==> config.mk <==
export PLATFORM = sky130hd
export DESIGN_NAME = ac2_seq_mul
export DESIGN_NICKNAME = d
export VERILOG_FILES = /design/src/rtl/ac2_mul_pkg.sv /design/src/rtl/ac2_col_compress.sv /design/src/rtl/ac2_seq_mul.sv
export SDC_FILE = /design/constraint.sdc
export NUM_CORES = 1
export LEC_CHECK = 0
export CORE_MARGIN = 5
export CORE_UTILIZATION = 35
export CTS_CLUSTER_DIAMETER = 120
export DETAILED_ROUTE_END_ITERATION = 8
export SYNTH_ARGS = -nofsm -noshare
export SYNTH_HDL_FRONTEND = slang
export SYNTH_SLANG_ARGS = --single-unit
==> constraint.sdc <==
create_clock -name clk -period 4.4 [get_ports clk]
set_clock_uncertainty 0.15 [all_clocks]
set_input_delay 0.44 -clock clk [delete_from_list [all_inputs] [get_ports clk]]
set_output_delay 0.44 -clock clk [all_outputs]
set_load 0.1 [all_outputs]
==> src/rtl/ac2_mul_pkg.sv <==
// Shared types and helpers for the ac2 sequential approximate multiplier.
//   state_e   : controller states (idle, accumulate, final add, result held)
//   cnt_width : width of the ACCUM step counter for a given operand width
package ac2_mul_pkg;

    typedef enum logic [1:0] {
        StIdle,
        StAccum,
        StFinal,
        StDone
    } state_e;

    // Counter must hold 0 .. w/2-1; never narrower than one bit.
    function automatic int unsigned cnt_width(input int unsigned w);
        return (w / 2 > 1) ? $clog2(w / 2) : 1;
    endfunction

endpackage

==> src/rtl/ac2_col_compress.sv <==
// Bank of L approximate 4:2 compressor cells, one per accumulator column.
//   p0_i, p1_i : partial-product row bits (q1, q2)
//   s_i, c_i   : running sum / carry vector bits (q3, q4)
//   s_o        : per-column sum
//   c_o        : per-column carry (unshifted; caller moves it up one column)
// The q3=q4=1, q1=q2=0 case produces no carry; that loss is intentional.
module ac2_col_compress #(
    parameter int unsigned L = 8
) (
    input  logic [L-1:0] p0_i,
    input  logic [L-1:0] p1_i,
    input  logic [L-1:0] s_i,
    input  logic [L-1:0] c_i,
    output logic [L-1:0] s_o,
    output logic [L-1:0] c_o
);

    always_comb begin
        s_o = p0_i ^ p1_i ^ s_i ^ c_i;
        c_o = (p0_i & p1_i) | ((p0_i ^ p1_i) & (s_i ^ c_i));
    end

endmodule

==> src/rtl/ac2_seq_mul.sv <==
// Iterative approximate unsigned multiplier, W x W -> 2W, two multiplier bits per cycle.
//   clk, rst_n          : clock (rising edge), asynchronous active-low reset
//   in_valid_i/in_ready_o   : operand handshake (ready only when idle)
//   a_i, b_i            : multiplicand / multiplier
//   exact_mode_i        : 1 forces fully exact reduction for this operation
//   out_valid_o/out_ready_i : result handshake
//   product_o           : result, stable while out_valid_o is high
// The low APPROX_BITS columns are reduced by approximate 4:2 cells, the rest by an exact adder.
module ac2_seq_mul
    import ac2_mul_pkg::*;
#(
    parameter int unsigned W           = 8,
    parameter int unsigned APPROX_BITS = 8
) (
    input  logic            clk,
    input  logic            rst_n,
    input  logic            in_valid_i,
    output logic            in_ready_o,
    input  logic [W-1:0]    a_i,
    input  logic [W-1:0]    b_i,
    input  logic            exact_mode_i,
    output logic            out_valid_o,
    input  logic            out_ready_i,
    output logic [2*W-1:0]  product_o
);

    localparam int unsigned DW = 2 * W;
    localparam int unsigned CW = cnt_width(W);
    localparam int unsigned L  = APPROX_BITS;

    state_e          state_q, state_d;
    logic [W-1:0]    a_q, a_d, b_q, b_d;
    logic            exact_q, exact_d;
    logic [DW-1:0]   s_q, s_d, c_q, c_d;
    logic [CW-1:0]   k_q, k_d;
    logic [DW-1:0]   product_q, product_d;

    logic            last_step;
    logic [CW:0]     idx0, idx1;
    logic [DW-1:0]   a_ext, p0, p1;
    logic [DW-1:0]   exact_sum, apx_s, apx_c, red_s, red_c;

    assign last_step = (k_q == CW'(W / 2 - 1));
    assign idx0      = {k_q, 1'b0};
    assign idx1      = {k_q, 1'b1};
    assign a_ext     = {{W{1'b0}}, a_q};
    assign p0        = b_q[idx0] ? (a_ext << idx0) : '0;
    assign p1        = b_q[idx1] ? (a_ext << idx1) : '0;
    assign exact_sum = s_q + c_q + p0 + p1;

    if (L == 0) begin : g_no_apx
        assign apx_s = exact_sum;
        assign apx_c = '0;
    end else begin : g_apx
        logic [L-1:0] cmp_s, cmp_c, lo_c;

        ac2_col_compress #(
            .L (L)
        ) u_col_compress (
            .p0_i (p0[L-1:0]),
            .p1_i (p1[L-1:0]),
            .s_i  (s_q[L-1:0]),
            .c_i  (c_q[L-1:0]),
            .s_o  (cmp_s),
            .c_o  (cmp_c)
        );

        // Carries move up one column; the top column's carry leaves the approximate region.
        assign lo_c = cmp_c << 1;

        if (L >= DW) begin : g_full
            assign apx_s = cmp_s;
            assign apx_c = lo_c;
        end else begin : g_split
            localparam int unsigned HW = DW - L;
            logic [HW-1:0] hi_sum;

            assign hi_sum = s_q[DW-1:L] + c_q[DW-1:L] + p0[DW-1:L] + p1[DW-1:L]
                          + HW'(cmp_c[L-1]);
            assign apx_s  = {hi_sum, cmp_s};
            assign apx_c  = {{HW{1'b0}}, lo_c};
        end
    end

    always_comb begin
        if (exact_q || (L == 0)) begin
            red_s = exact_sum;
            red_c = '0;
        end else begin
            red_s = apx_s;
            red_c = apx_c;
        end
    end

    // FSM: state register
    always_ff @(posedge clk or negedge rst_n) begin
        if (!rst_n) begin
            state_q <= StIdle;
        end else begin
            state_q <= state_d;
        end
    end

    // FSM: next state
    always_comb begin
        state_d = state_q;
        unique case (state_q)
            StIdle:  if (in_valid_i) state_d = StAccum;
            StAccum: if (last_step) state_d = StFinal;
            StFinal: state_d = StDone;
            StDone:  if (out_ready_i) state_d = StIdle;
            default: state_d = StIdle;
        endcase
    end

    // FSM: outputs
    always_comb begin
        in_ready_o  = (state_q == StIdle);
        out_valid_o = (state_q == StDone);
        product_o   = product_q;
    end

    // Datapath next state
    always_comb begin
        a_d       = a_q;
        b_d       = b_q;
        exact_d   = exact_q;
        s_d       = s_q;
        c_d       = c_q;
        k_d       = k_q;
        product_d = product_q;
        unique case (state_q)
            StIdle: begin
                if (in_valid_i) begin
                    a_d     = a_i;
                    b_d     = b_i;
                    exact_d = exact_mode_i;
                    s_d     = '0;
                    c_d     = '0;
                    k_d     = '0;
                end
            end
            StAccum: begin
                s_d = red_s;
                c_d = red_c;
                k_d = k_q + 1'b1;
            end
            StFinal: product_d = s_q + c_q;
            default: ;
        endcase
    end

    always_ff @(posedge clk or negedge rst_n) begin
        if (!rst_n) begin
            a_q       <= '0;
            b_q       <= '0;
            exact_q   <= 1'b0;
            s_q       <= '0;
            c_q       <= '0;
            k_q       <= '0;
            product_q <= '0;
        end else begin
            a_q       <= a_d;
            b_q       <= b_d;
            exact_q   <= exact_d;
            s_q       <= s_d;
            c_q       <= c_d;
            k_q       <= k_d;
            product_q <= product_d;
        end
    end

endmodule

After elaboration in Yosys (flattened, before gate mapping)
Cells that the tools add are included.

storage, ports and cells
  output and inout bits = 18
  bits in writable memories = 0
  latch bits = 0
  logic and storage cells = 56
  input bits = 21
  memories = 0
  bits in registers = 69
  memory bits (read-only) = 0

operators by class
  bitwise logic cells = 7
  divide/modulo/power cells = 0
  order comparisons = 2
  shifts and indexed selects = 2
  reductions and logical operators = 5
  multipliers = 0
  multiplexer cells = 17
  $add $sub $neg = 8
  equal/unequal tests = 7

operators by type and width
  kind                                                 number
  2-to-1 mux 16 bit                                    4
  one-hot mux 16 bit (2 select lines)                  2
  adder 16 bit                                         3
  << shifter 8 x 3 -> 16 bit                           2
  bitwise XOR 8 bit                                    4
  adder 8 bit                                          3
  bitwise AND 8 bit                                    2
  adder 8 x 1 -> 8 bit                                 1
  < comparator 3 x 4 -> 1 bit (second input constant)  2
  2-to-1 mux 2 bit                                     4
  2-to-1 mux 8 bit                                     1
  bitwise OR 8 bit                                     1
  one-hot mux 2 bit (4 select lines)                   1
  == test 2 bit (second input constant)                3
  binary-select mux 1 bit (select 2 bit)               2
  != test 2 bit (second input constant)                2
  one-hot mux 2 bit (2 select lines)                   1
  AND reduction 2 bit                                  2
  AND reduction 3 bit                                  1
  adder 2 x 1 -> 2 bit (second input constant)         1
  == test 2 x 1 -> 1 bit (second input constant)       1
  logical NOT 2 bit                                    1
  2-to-1 mux 1 bit                                     2
  != test 2 x 1 -> 1 bit (second input constant)       1
  nonzero test 2 bit                                   1

Longest topological paths before layout
  depth after elaboration = 9
  mapped depth = 17
  depth with buffers taken out = 16

Hierarchy
Synthesis repeated with hierarchy kept, for this count alone.

second synthesis, totals
  cell total of the unflattened synthesis = 537
  area, all modules = 5076.1 µm²

modules (own cells, without submodules)
  module            times used  area an instance (µm²)  cells each  seq. area each (µm²)
  ac2_seq_mul       1           4745.8                  497         1501.4
  ac2_col_compress  1           330.3                   40          0.0

Least setup slack after synthesis
Ideal clock, no wire load.

  kind = register to register
  from = register c_q[1]
  to = register s_q[15]
  stages on the path, launching flop included = 17
  period minus slack after synthesis = 4.076 ns
  setup time = 0.070 ns
  buffers on the path = 0
  data arrival time = 3.856 ns
  setup slack = 0.324 ns
  data required time = 4.180 ns
  path through = dfrtp_1 ha_1 fa_1 a211oi_1 nor2_1 o21a_1 nor2_1 xnor2_1 fa_1 ha_1 a2111oi_4 o21ai_2 a41oi_2 o21ai_2 xor3_1 nand3b_4 nand4_1

between the ends
  cells in the longest elaborated chain, start to end = 5

ends and longest elaborated chain
  element                              line                text
  start: declaration                   ac2_seq_mul.sv:34   logic [DW-1:0] s_q, s_d, c_q, c_d;
  start signal: assignment             ac2_seq_mul.sv:159  c_q <= '0;
  start signal: assignment             ac2_seq_mul.sv:167  c_q <= c_d;
  adder 16 bit (3 in a row)            ac2_seq_mul.sv:49   assign exact_sum = s_q + c_q + p0 + p1;
  2-to-1 mux 16 bit                    ac2_seq_mul.sv:86   if (exact_q || (L == 0)) begin
  one-hot mux 16 bit (2 select lines)  ac2_seq_mul.sv:132  unique case (state_q)
  end signal: assignment               ac2_seq_mul.sv:158  s_q <= '0;
  end signal: assignment               ac2_seq_mul.sv:166  s_q <= s_d;
  end: declaration                     ac2_seq_mul.sv:34

No other way between the ends.
A chain may end at the register's enable or synchronous reset.

Worst setup path after layout
Ends and elaborated chain as after synthesis.

==> results.sh <==
export IMPL_grt_max_degree=33
export IMPL_vias_per_cell=5.19
export IMPL_rsz0062_at_grt="yes"
export IMPL_grt_pass1_vias=3884
export IMPL_initial_utilization=0.358
export IMPL_rrSetupSlack_ps=200
export IMPL_worst_setup_path_end_kind="flip-flop"
export IMPL_cts_tree="built"
export IMPL_grt_usage=0.156
export IMPL_hp_class="primary input to async pin"
export IMPL_drc_errors=0
export IMPL_cp_max_fo=5
export IMPL_die_w_um=129
export IMPL_core_mm2=0.0139
export IMPL_routabilityCongestion=0.927
export IMPL_critPathSlowestCell="fa_1"
export IMPL_area_growth_pct=18.2
export IMPL_syn_num_nets=583
export IMPL_finalSetupViolations=0
export IMPL_syn_area_per_cell_um2=9.99
export IMPL_clk_latency_ps=350
export IMPL_outcome="finished with violations"
export IMPL_nets=626
export IMPL_synthArstFlopShare=1.00
export IMPL_fin_crit_ps=4200
export IMPL_die_y_um=129
export IMPL_ys_flop_type="dfrtp_1"
export IMPL_path_cells="ha_2 -> fa_2 -> a211oi_1 -> nor2_1 -> o21a_1 -> nor2_2 -> xnor2_2 -> fa_1 -> ha_2 -> a2111oi_4 -> o21ai_2 -> a41oi_2 -> o21ai_2 -> xor3_1 -> nand3b_4 -> nand4_1"
export IMPL_cts_sinks=60
export IMPL_antenna_found_initial=0
export IMPL_violations="negative hold slack"
export IMPL_grt_overflow=0
export IMPL_cts_root_buf="clkbuf_16"
export IMPL_die_area_mm2=0.0167
export IMPL_synth_seq_cells=60
export IMPL_required_ps=4530
export IMPL_drt_iter0_drc=166
export IMPL_hold_violations=14
export IMPL_startpoint_type="flip-flop"
export IMPL_dr_pass1_iters=4
export IMPL_path_clk_slew_ps=50
export IMPL_numCtsBuffers=9
export IMPL_criticalPathCategory="flip-flop to flip-flop"
export IMPL_holdBufCountCts=0
export IMPL_io_buffers=38
export IMPL_yosysSeqAreaShare=0.302
export IMPL_fmaxAchievable_mhz=238
export IMPL_worst_pin_slew_ps=1080
export IMPL_routed_wl_um=12100
export IMPL_ant_nets=0
export IMPL_cts_max_path_buffers=2
export IMPL_dpl_cell_area_mm2=0.00556
export IMPL_htree_num_levels=3
export IMPL_vias=3761
export IMPL_syn_cell_area_mm2=0.00496
export IMPL_antennaDiodeCount=0
export IMPL_maxCapViolations=0
export IMPL_cpPeakStageDelay_ps=560
export IMPL_cp_data_arrival_time_ps=4330
export IMPL_grt_pass1_wl_um=20200
export IMPL_r2r_end="s_q[15]$_DFFE_PN0P_"
export IMPL_yosys_warnings=0
export IMPL_synth_edf_count=0
export IMPL_r2r_start="c_q[1]$_DFFE_PN0P_"
export IMPL_wire_per_inst_um=16.6
export IMPL_min_period_over_period=0.955
export IMPL_slew_headroom=0.281
export IMPL_maxSlewViolCount=0
export IMPL_rows=43
export IMPL_timing_hold_ws_ps=-7.98
export IMPL_ys_types=52
export IMPL_post_route_cell_area_mm2=0.00587
export IMPL_ios=39
export IMPL_drive_gt1_frac=0.149
export IMPL_reg2reg_depth=16
export IMPL_hpwl_um=9410
export IMPL_syn_inst=497
## worst max-delay path: cells and delay by family (launching register included)
family                   cells  cell delay [ps]
AND/OR/NAND/NOR              4              480
XOR/XNOR                     2              460
flip-flops                   1              410
AO/OA/AOI/OAI                6             1170
adder cells (fa/ha/maj)      4             1460
## cell usage after synthesis (10+ instances only)
| library cell | number | area share |
|---|---|---|
| mux2_2 | 30 | 0.068 |
| xnor2_1 | 24 | 0.042 |
| nor2_1 | 18 | 0.014 |
| ha_1 | 43 | 0.11 |
| mux2i_1 | 13 | 0.026 |
| and3_1 | 13 | 0.016 |
| nand2_1 | 36 | 0.027 |
| inv_1 | 45 | 0.034 |
| o21ai_1 | 10 | 0.010 |
| xor2_1 | 17 | 0.030 |
| fa_1 | 22 | 0.089 |
| clkbuf_1 | 11 | 0.0083 |
| o21ai_0 | 18 | 0.018 |
| a21oi_1 | 31 | 0.031 |
| a21o_1 | 11 | 0.017 |
| dfrtp_1 | 60 | 0.30 |
## registers in the layout, indices dropped and copies added, names as in the netlist
register and count:
exact_q 1, s_q 16, state_q 2, c_q 7, product_o 16, k_q 2
a_q 8, b_q 8
## worst max path at each step
stage                  startpoint             endpoint  slack [ps]  cells after the start
3_3_place_gp   c_q[1]$_DFFE_PN0P_  s_q[15]$_DFFE_PN0P_         100                     16
3_5_place_dp   c_q[1]$_DFFE_PN0P_  s_q[15]$_DFFE_PN0P_          10                     16
2_1_floorplan  c_q[1]$_DFFE_PN0P_  s_q[15]$_DFFE_PN0P_         320                     16
5_1_grt        s_q[2]$_DFFE_PN0P_  s_q[12]$_DFFE_PN0P_         -90                     16
4_1_cts        c_q[1]$_DFFE_PN0P_  s_q[15]$_DFFE_PN0P_          30                     16
6_report       c_q[1]$_DFFE_PN0P_  s_q[15]$_DFFE_PN0P_         200                     16
## metal layers
layer	up-vias	GRT usage	share of wire
met4	0	0.0624	0.019
met5	-	0	0
li1	1843	-	-
met1	1829	0.221	0.50
met3	14	0.0338	0.041
met2	75	0.233	0.44
## repair_timing
action                                  4_1_cts  5_1_grt
resized for setup                             1        8
setup buffers                                 0        0
endpoints found under the setup margin        1        5
pin swaps                                     0        1
## cells in the final DEF (no fill, tap or decap), types with 10 or more instances in the layout
cell type        netlist  routed
a21o_1                11      11
a21oi_1               31      30
and3_1                13      13
clkdlybuf4s50_1        0      37
dfrtp_1               60      59
fa_1                  22      21
ha_1                  43      40
inv_1                 45      45
mux2_2                30      30
mux2i_1               13      13
nand2_1               36      36
nor2_1                18      17
o21ai_0               18      18
o21ai_1               10      10
xnor2_1               24      22
xor2_1                17      16
## cells by family after synthesis
family,after synthesis,share of synthesized area
muxes,45,0.103
DFF,60,0.302
and+or+nand+nor,111,0.115
AOI/OAI and AO/OA,114,0.156
xor gates and xnor gates,42,0.0771
adders and majority gates,65,0.197
buffers and inverters,60,0.0487
## final cells by class
type	count	area, um2
Fill cell	1349	8010
Multi-Input combinational cell	377	3260
Sequential cell	60	1500
Timing Repair Buffer	47	443
Clock buffer	9	225
Tap cell	180	225
Inverter	45	169
Clock inverter	7	43.8
## through the flow
stage / worst slack (ps) / utilization / hold slack (ps) / setup TNS (ps) / std cells
CTS: 32.4 / 0.420 / 20.2 / 0 / 725
global placement: 98.2 / 0.401 / 326 / 0 / 709
global route: -87.8 / 0.423 / 49.3 / -188 / 725
floorplan: 324 / - / -5.59 / 0 / 497
finish: 199 / 0.423 / -7.98 / 0 / 725
detailed placement: 13.0 / 0.401 / 335 / 0 / 709
Power is not shown: default switching activity piles up to over one toggle a cycle in this logic, so the estimate is an artifact.
